**src/rtl/iq_agc_sat_ctrl.sv**
```systemverilog
// Receive IQ automatic gain control: gain scaling with output saturation,
// per-window clip/peak statistics and a clip/low-signal driven gain loop.
module iq_agc_sat_ctrl #(
    parameter int ISZ      = 12,
    parameter int OSZ      = 12,
    parameter int GSZ      = 8,
    parameter int GFRAC    = 4,
    parameter int WIN_LOG2 = 10
) (
    input  logic                  clk,
    input  logic                  rst,
    input  logic                  enable,
    input  logic [GSZ-1:0]        manual_gain,
    input  logic [WIN_LOG2:0]     clip_thresh,
    input  logic [OSZ-2:0]        low_thresh,
    input  logic                  in_valid,
    input  logic signed [ISZ-1:0] in_i,
    input  logic signed [ISZ-1:0] in_q,
    output logic                  out_valid,
    output logic signed [OSZ-1:0] out_i,
    output logic signed [OSZ-1:0] out_q,
    output logic                  out_clip,
    output logic [GSZ-1:0]        gain,
    output logic [WIN_LOG2:0]     clip_count,
    output logic [OSZ-2:0]        peak,
    output logic                  update
);

    localparam int PW = ISZ + GSZ + 1;
    localparam int CW = WIN_LOG2 + 1;
    localparam int MW = OSZ - 1;
    localparam logic [GSZ-1:0] GAIN_RST = GSZ'(1 << GFRAC);
    localparam logic [GSZ-1:0] GAIN_ONE = GSZ'(1);

    typedef enum logic [1:0] {IDLE, TRACK, ADJUST} state_t;

    state_t                state_q, state_d;
    logic [GSZ-1:0]        gain_q, gain_d;
    logic                  v1_q, v1_d;
    logic signed [PW-1:0]  p_i_q, p_i_d, p_q_q, p_q_d;
    logic                  v2_q, v2_d;
    logic signed [OSZ-1:0] o_i_q, o_i_d, o_q_q, o_q_d;
    logic                  clip_q, clip_d;
    logic [WIN_LOG2-1:0]   cnt_q, cnt_d;
    logic [CW-1:0]         clip_acc_q, clip_acc_d;
    logic [MW-1:0]         peak_acc_q, peak_acc_d;
    logic [CW-1:0]         clip_count_q, clip_count_d;
    logic [MW-1:0]         peak_q, peak_d;
    logic                  update_q, update_d;

    logic [OSZ:0]          sat_i, sat_q;
    logic [MW-1:0]         mag_i, mag_q, smp_mag, peak_new;
    logic [CW-1:0]         clip_sum;
    logic [GSZ-1:0]        dec;

    function automatic logic signed [PW-1:0] sext(input logic signed [ISZ-1:0] x);
        return {{(PW-ISZ){x[ISZ-1]}}, x};
    endfunction

    // Returns {clipped, value}; the product is in range when all bits above
    // the output sign bit agree with it.
    function automatic logic [OSZ:0] saturate(input logic signed [PW-1:0] p);
        logic signed [PW-1:0] s;
        logic [PW-OSZ:0]      top;
        s   = p >>> GFRAC;
        top = s[PW-1:OSZ-1];
        if (top == '0 || top == '1)
            return {1'b0, s[OSZ-1:0]};
        else if (s[PW-1])
            return {1'b1, 1'b1, {(OSZ-1){1'b0}}};
        else
            return {1'b1, 1'b0, {(OSZ-1){1'b1}}};
    endfunction

    function automatic logic [MW-1:0] magnitude(input logic signed [OSZ-1:0] o);
        logic [OSZ-1:0] n;
        n = -o;
        if (!o[OSZ-1])
            return o[MW-1:0];
        if (o[MW-1:0] == '0)
            return '1;
        return n[MW-1:0];
    endfunction

    always_comb begin
        v1_d  = in_valid;
        p_i_d = p_i_q;
        p_q_d = p_q_q;
        if (in_valid) begin
            p_i_d = sext(in_i) * $signed({{(PW-GSZ){1'b0}}, gain_q});
            p_q_d = sext(in_q) * $signed({{(PW-GSZ){1'b0}}, gain_q});
        end

        sat_i  = saturate(p_i_q);
        sat_q  = saturate(p_q_q);
        v2_d   = v1_q;
        o_i_d  = o_i_q;
        o_q_d  = o_q_q;
        clip_d = 1'b0;
        if (v1_q) begin
            o_i_d  = sat_i[OSZ-1:0];
            o_q_d  = sat_q[OSZ-1:0];
            clip_d = sat_i[OSZ] | sat_q[OSZ];
        end

        mag_i    = magnitude(o_i_q);
        mag_q    = magnitude(o_q_q);
        smp_mag  = (mag_i > mag_q) ? mag_i : mag_q;
        peak_new = (smp_mag > peak_acc_q) ? smp_mag : peak_acc_q;
        clip_sum = clip_acc_q + CW'(clip_q);
        dec      = ((gain_q >> 2) == '0) ? GAIN_ONE : (gain_q >> 2);

        state_d      = state_q;
        gain_d       = gain_q;
        cnt_d        = cnt_q;
        clip_acc_d   = clip_acc_q;
        peak_acc_d   = peak_acc_q;
        clip_count_d = clip_count_q;
        peak_d       = peak_q;
        update_d     = 1'b0;

        if (!enable) begin
            state_d    = IDLE;
            gain_d     = manual_gain;
            cnt_d      = '0;
            clip_acc_d = '0;
            peak_acc_d = '0;
        end else begin
            case (state_q)
                IDLE: begin
                    gain_d  = manual_gain;
                    state_d = TRACK;
                end
                TRACK, ADJUST: begin
                    if (state_q == ADJUST) begin
                        state_d = TRACK;
                        if (clip_count_q > clip_thresh)
                            gain_d = (gain_q > dec) ? (gain_q - dec) : GAIN_ONE;
                        else if (peak_q < low_thresh && gain_q != '1)
                            gain_d = gain_q + GAIN_ONE;
                    end
                    // A sample emerging during ADJUST opens the next window.
                    if (v2_q) begin
                        if (state_q == TRACK && cnt_q == '1) begin
                            clip_count_d = clip_sum;
                            peak_d       = peak_new;
                            cnt_d        = '0;
                            clip_acc_d   = '0;
                            peak_acc_d   = '0;
                            state_d      = ADJUST;
                            update_d     = 1'b1;
                        end else begin
                            cnt_d      = cnt_q + WIN_LOG2'(1);
                            clip_acc_d = clip_sum;
                            peak_acc_d = peak_new;
                        end
                    end
                end
                default: state_d = IDLE;
            endcase
        end
    end

    always_ff @(posedge clk or posedge rst) begin
        if (rst) begin
            state_q      <= IDLE;
            gain_q       <= GAIN_RST;
            v1_q         <= 1'b0;
            p_i_q        <= '0;
            p_q_q        <= '0;
            v2_q         <= 1'b0;
            o_i_q        <= '0;
            o_q_q        <= '0;
            clip_q       <= 1'b0;
            cnt_q        <= '0;
            clip_acc_q   <= '0;
            peak_acc_q   <= '0;
            clip_count_q <= '0;
            peak_q       <= '0;
            update_q     <= 1'b0;
        end else begin
            state_q      <= state_d;
            gain_q       <= gain_d;
            v1_q         <= v1_d;
            p_i_q        <= p_i_d;
            p_q_q        <= p_q_d;
            v2_q         <= v2_d;
            o_i_q        <= o_i_d;
            o_q_q        <= o_q_d;
            clip_q       <= clip_d;
            cnt_q        <= cnt_d;
            clip_acc_q   <= clip_acc_d;
            peak_acc_q   <= peak_acc_d;
            clip_count_q <= clip_count_d;
            peak_q       <= peak_d;
            update_q     <= update_d;
        end
    end

    assign out_valid  = v2_q;
    assign out_i      = o_i_q;
    assign out_q      = o_q_q;
    assign out_clip   = clip_q;
    assign gain       = gain_q;
    assign clip_count = clip_count_q;
    assign peak       = peak_q;
    assign update     = update_q;

endmodule

```
**config.mk**
```make
export PLATFORM = sky130hd
export DESIGN_NAME = iq_agc_sat_ctrl
export DESIGN_NICKNAME = d
export VERILOG_FILES = /design/src/rtl/iq_agc_sat_ctrl.sv
export SDC_FILE = /design/constraint.sdc
export NUM_CORES = 1
export LEC_CHECK = 0
export ABC_CLOCK_PERIOD_IN_PS = 6490
export CORE_MARGIN = 2
export CORE_UTILIZATION = 39
export DETAILED_ROUTE_END_ITERATION = 16
export DONT_BUFFER_PORTS = 1
export MAX_ROUTING_LAYER = met4
export PLACE_DENSITY_LB_ADDON = 0.12
export SYNTH_ARGS = -nofsm -noshare
export SYNTH_HDL_FRONTEND = slang
export SYNTH_SLANG_ARGS = --single-unit
```
**constraint.sdc**
```tcl
create_clock -name clk -period 6.49 [get_ports clk]
set_input_delay 1.298 -clock clk [delete_from_list [all_inputs] [get_ports clk]]
set_output_delay 1.298 -clock clk [all_outputs]
set_load 0.1 [all_outputs]
```
==> results by group <==
Synthesis
  • Fraction of the mapped netlist area in adder cells: 32.87%
  • Syn Inst Count: 1646
  • Main flop type after synthesis: dfrtp_1
  • Post-synthesis xor/xnor area fraction: 2.965%
  • Synthesized area: 14770 µm²
  • Post-synthesis mux area share: 2.897%
  • Simple logic cell fraction of the synthesized area: 16.66%
  • Net Count, Synth: 1997
  • Compound-Gate Fraction of Synth Area: 14.81%
  • Synth warn: 0
  • Largest family of logic cells by synthesized area: adder cells
  • Netlist cell types: 89
  • Syn_area_per_cell: 8.974 µm²
  • Async set-reset flop share out of synthesis: 100.0%
  • #FFs+latches synth: 126
  • Register area share after synthesis: 21.36%
  • EDFF count, synth: 0

Detailed routing
  • Via density: 5.137
  • Via count: 11157
  • WL/cell: 16.69 µm
  • Drt first pass iters: 8
  • Drt initial violations: 524
  • Routed wire length: 36.25 mm
  • Routed Antenna Nets: 0
  • DRC viols: 0

Pwr
  • Peak supply drop: 0.0002262 V
  • Power density over cell area: 580.5 nW/µm²
  • Leakage: 7.821 nW
  • Power Total: 9.345 mW

Worst setup path
  • Data required time of the critical path: 6.79 ns
  • Crit path arrival time: 6.18 ns
  • Element type at the critical path end: register
  • Worst-path maximum fanout: 11
  • Startpoint Class: register
  • Kind of critical path: register to register

Cells and area
  • Final Util: 42.94%
  • Antenna cells: 0
  • Layout cells sized above 1: 7.706%
  • Layout fillers: 3820
  • Multi-input gate area: 10370 µm²
  • Nets: 1999
  • Seq. cell area: 3163 µm²
  • Area growth syn-to-layout: 8.996%

Clock network
  • TritonCTS clock tree: yes
  • Clk buf depth: 2
  • Clock Latency Late Sink: 0.42 ns
  • Root Driver: clkbuf_16
  • TritonCTS Buffers: 17
  • Hold-fix buffers, CTS: 0
  • # clock sinks: 126
  • Post-CTS resize count: 0
  • Post-CTS setup buffers: 0
  • Clk slew on worst S/H paths: 0.06 ns
  • H-Tree Depth: 4

Floorplan
  • Die X: 198.6 µm
  • Initial core utilization: 39.40%
  • Die ar.: 39450 µm²
  • # IOs: 115
  • Rows: 71
  • Core area: 37490 µm²
  • Die Ht: 198.6 µm

Placement
  • I/O Buffers: 0
  • Worst slack, placed: 0.6626 ns
  • Detailed-placement wirelength estimate: 28.78 mm
  • Gpl congestion: 0.8032

GRT
  • Largest net degree at the start of global routing: 71
  • First-pass GRT wire length: 60.51 mm
  • Initial antenna violation count: 0
  • Global-route usage over all layers: 19.95%
  • Overflow after GRT: 0
  • Via count of the first global-routing pass: 11398

Run status
  • Status: complete, no violations

STA
  • Worst Skew: 0.008238 ns
  • Fin Setup TNS: 0 ns
  • Max-slew violations: 0
  • Max Clock Freq: 0.1701 GHz
  • Worst-margin pin slew: 1.070 ns
  • Final setup viols: 0
  • Min Tclk post-route: 5.878 ns
  • Final setup margin: 0.6123 ns
  • Slew HR: 28.69%
  • Final Cycle Share: 90.56%
  • Hold Worst Slack: 0.4878 ns
  • RSZ-0062 raised after global routing: false
  • Final Hold Fails: 0

Worst hold path
  • Worst min-delay path class: register to register

Run
  • Max-cap viol count: 0
-- state kept, by name, summed over array words and instances (netlist names) --
signal / count
clip_count: 11
gain: 8
update: 1
peak: 11
p_i_q: 17
state_q: 2
v1_q: 1
clip_acc_q: 11
out_valid: 1
peak_acc_q: 11
out_i: 12
out_clip: 1
p_q_q: 17
cnt_q: 10
out_q: 12
-- synthesized netlist by cell type, types with 31 or more instances --
master | count | area (µm²)
o21ai_0 | 71 | 355.3
nand3_1 | 31 | 155.2
nand2_1 | 162 | 608.1
nor2_1 | 73 | 274.0
inv_1 | 273 | 1025
dfrtp_1 | 125 | 3128
and2_1 | 118 | 738.2
fa_1 | 157 | 3143
xnor2_1 | 37 | 324.1
a21oi_1 | 88 | 440.4
ha_1 | 136 | 1702
clkbuf_1 | 44 | 165.2
-- metrics by stage --
| step | cell area [µm²] | std cells |
|---|---|---|
| after floorplan | 14770 | 1646 |
| after global placement | 15480 | 2140 |
| after detailed placement | 15480 | 2140 |
| after CTS | 16100 | 2172 |
| after global routing | 16100 | 2172 |
| final | 16100 | 2172 |
-- per-layer routing --
| metal | vias up | global-route usage (%) | share of wire [%] |
|---|---|---|---|
| met2 | 175 | 32.91 | 47 |
| met4 | 0 | 4.395 | 1.3 |
| met1 | 5481 | 25.57 | 47 |
| met5 | - | - | 0 |
| met3 | 25 | 3.730 | 4.4 |
| li1 | 5476 | - | - |
-- placed cells by master, fill, tap and decap left out, types with 11 or more instances in the layout --
| cell type | n |
|---|---|
| inv_1 | 272 |
| nand2_1 | 162 |
| fa_1 | 157 |
| ha_1 | 136 |
| and2_1 | 118 |
| dfrtp_1 | 118 |
| a21oi_1 | 88 |
| nor2_1 | 73 |
| o21ai_0 | 71 |
| xnor2_1 | 37 |
| buf_4 | 37 |
| nand3_1 | 31 |
| mux2_2 | 26 |
| a21o_1 | 24 |
| nor3_1 | 20 |
| clkbuf_16 | 17 |
| and3_1 | 16 |
| xor2_1 | 13 |
| a22o_1 | 13 |
| nand4_1 | 12 |
| a221o_1 | 12 |
| o31ai_1 | 11 |
| o21ai_1 | 11 |
-- final timing paths --
kind                                       from              endpoint  slack, ns  depth (start not counted)
min in group asynchronous                   rst  peak[10]$_DFFE_PP0P_       0.88                          1
max in group asynchronous                   rst   gain[7]$_DFFE_PP0P_       4.17                          2
hold / removal             cnt_q[7]$_DFFE_PP0P_  cnt_q[7]$_DFFE_PP0P_       0.49                          1
setup / recovery           out_q[0]$_DFFE_PP0P_   peak[8]$_DFFE_PP0P_       0.61                         23
setup reg to reg           out_q[0]$_DFFE_PP0P_   peak[8]$_DFFE_PP0P_       0.61                         23
hold reg to reg            cnt_q[7]$_DFFE_PP0P_  cnt_q[7]$_DFFE_PP0P_       0.49                          1
-- worst max-delay path: stages, from the launching register on --
cell and delay (ns):
dfrtp_1 0.37, inv_1 0.05, ha_1 0.19, or3b_1 0.50, nor4_4 0.51, nor2_1 0.07
nor2_1 0.09, o21ai_0 0.19, ha_1 0.38, a21o_1 0.12, a21o_1 0.12, a21oi_2 0.07
o2111ai_4 0.32, and2_4 0.33, mux2_2 0.40, ha_1 0.19, a21o_1 0.17, a21o_1 0.17
a2111oi_0 0.36, or3_1 0.19, a21oi_1 0.16, buf_4 0.23, and2_1 0.25, a221o_1 0.32
-- layout make-up --
class / count / area share (%)
Multi-Input combinational cell: 1191 / 64.41
Clock inverter: 12 / 0.9870
Tap cell: 511 / 3.971
Timing Repair Buffer: 37 / 1.725
Inverter: 275 / 6.427
Sequential cell: 126 / 19.65
Clock buffer: 20 / 2.837
-- where the power goes --
part / switching [mW] / total [mW] / internal, mW / leakage [nW]
Combinational: 4.21 / 7.06 / 2.85 / 5.95
Sequential: 0.241 / 1.28 / 1.04 / 1.57
Clock: 0.374 / 1.00 / 0.627 / 0.297
Total: 4.83 / 9.34 / 4.52 / 7.82
-- cells by family (layout without fill, tap and decap cells) --
family	after synthesis	in the layout
compound gates	326	326
buf+inv	329	344
flops	126	126
mux	36	36
fa+ha+maj	294	294
simple gates	485	485
xor+xnor	50	50
Note: power is estimated with default switching activity, not from simulation.
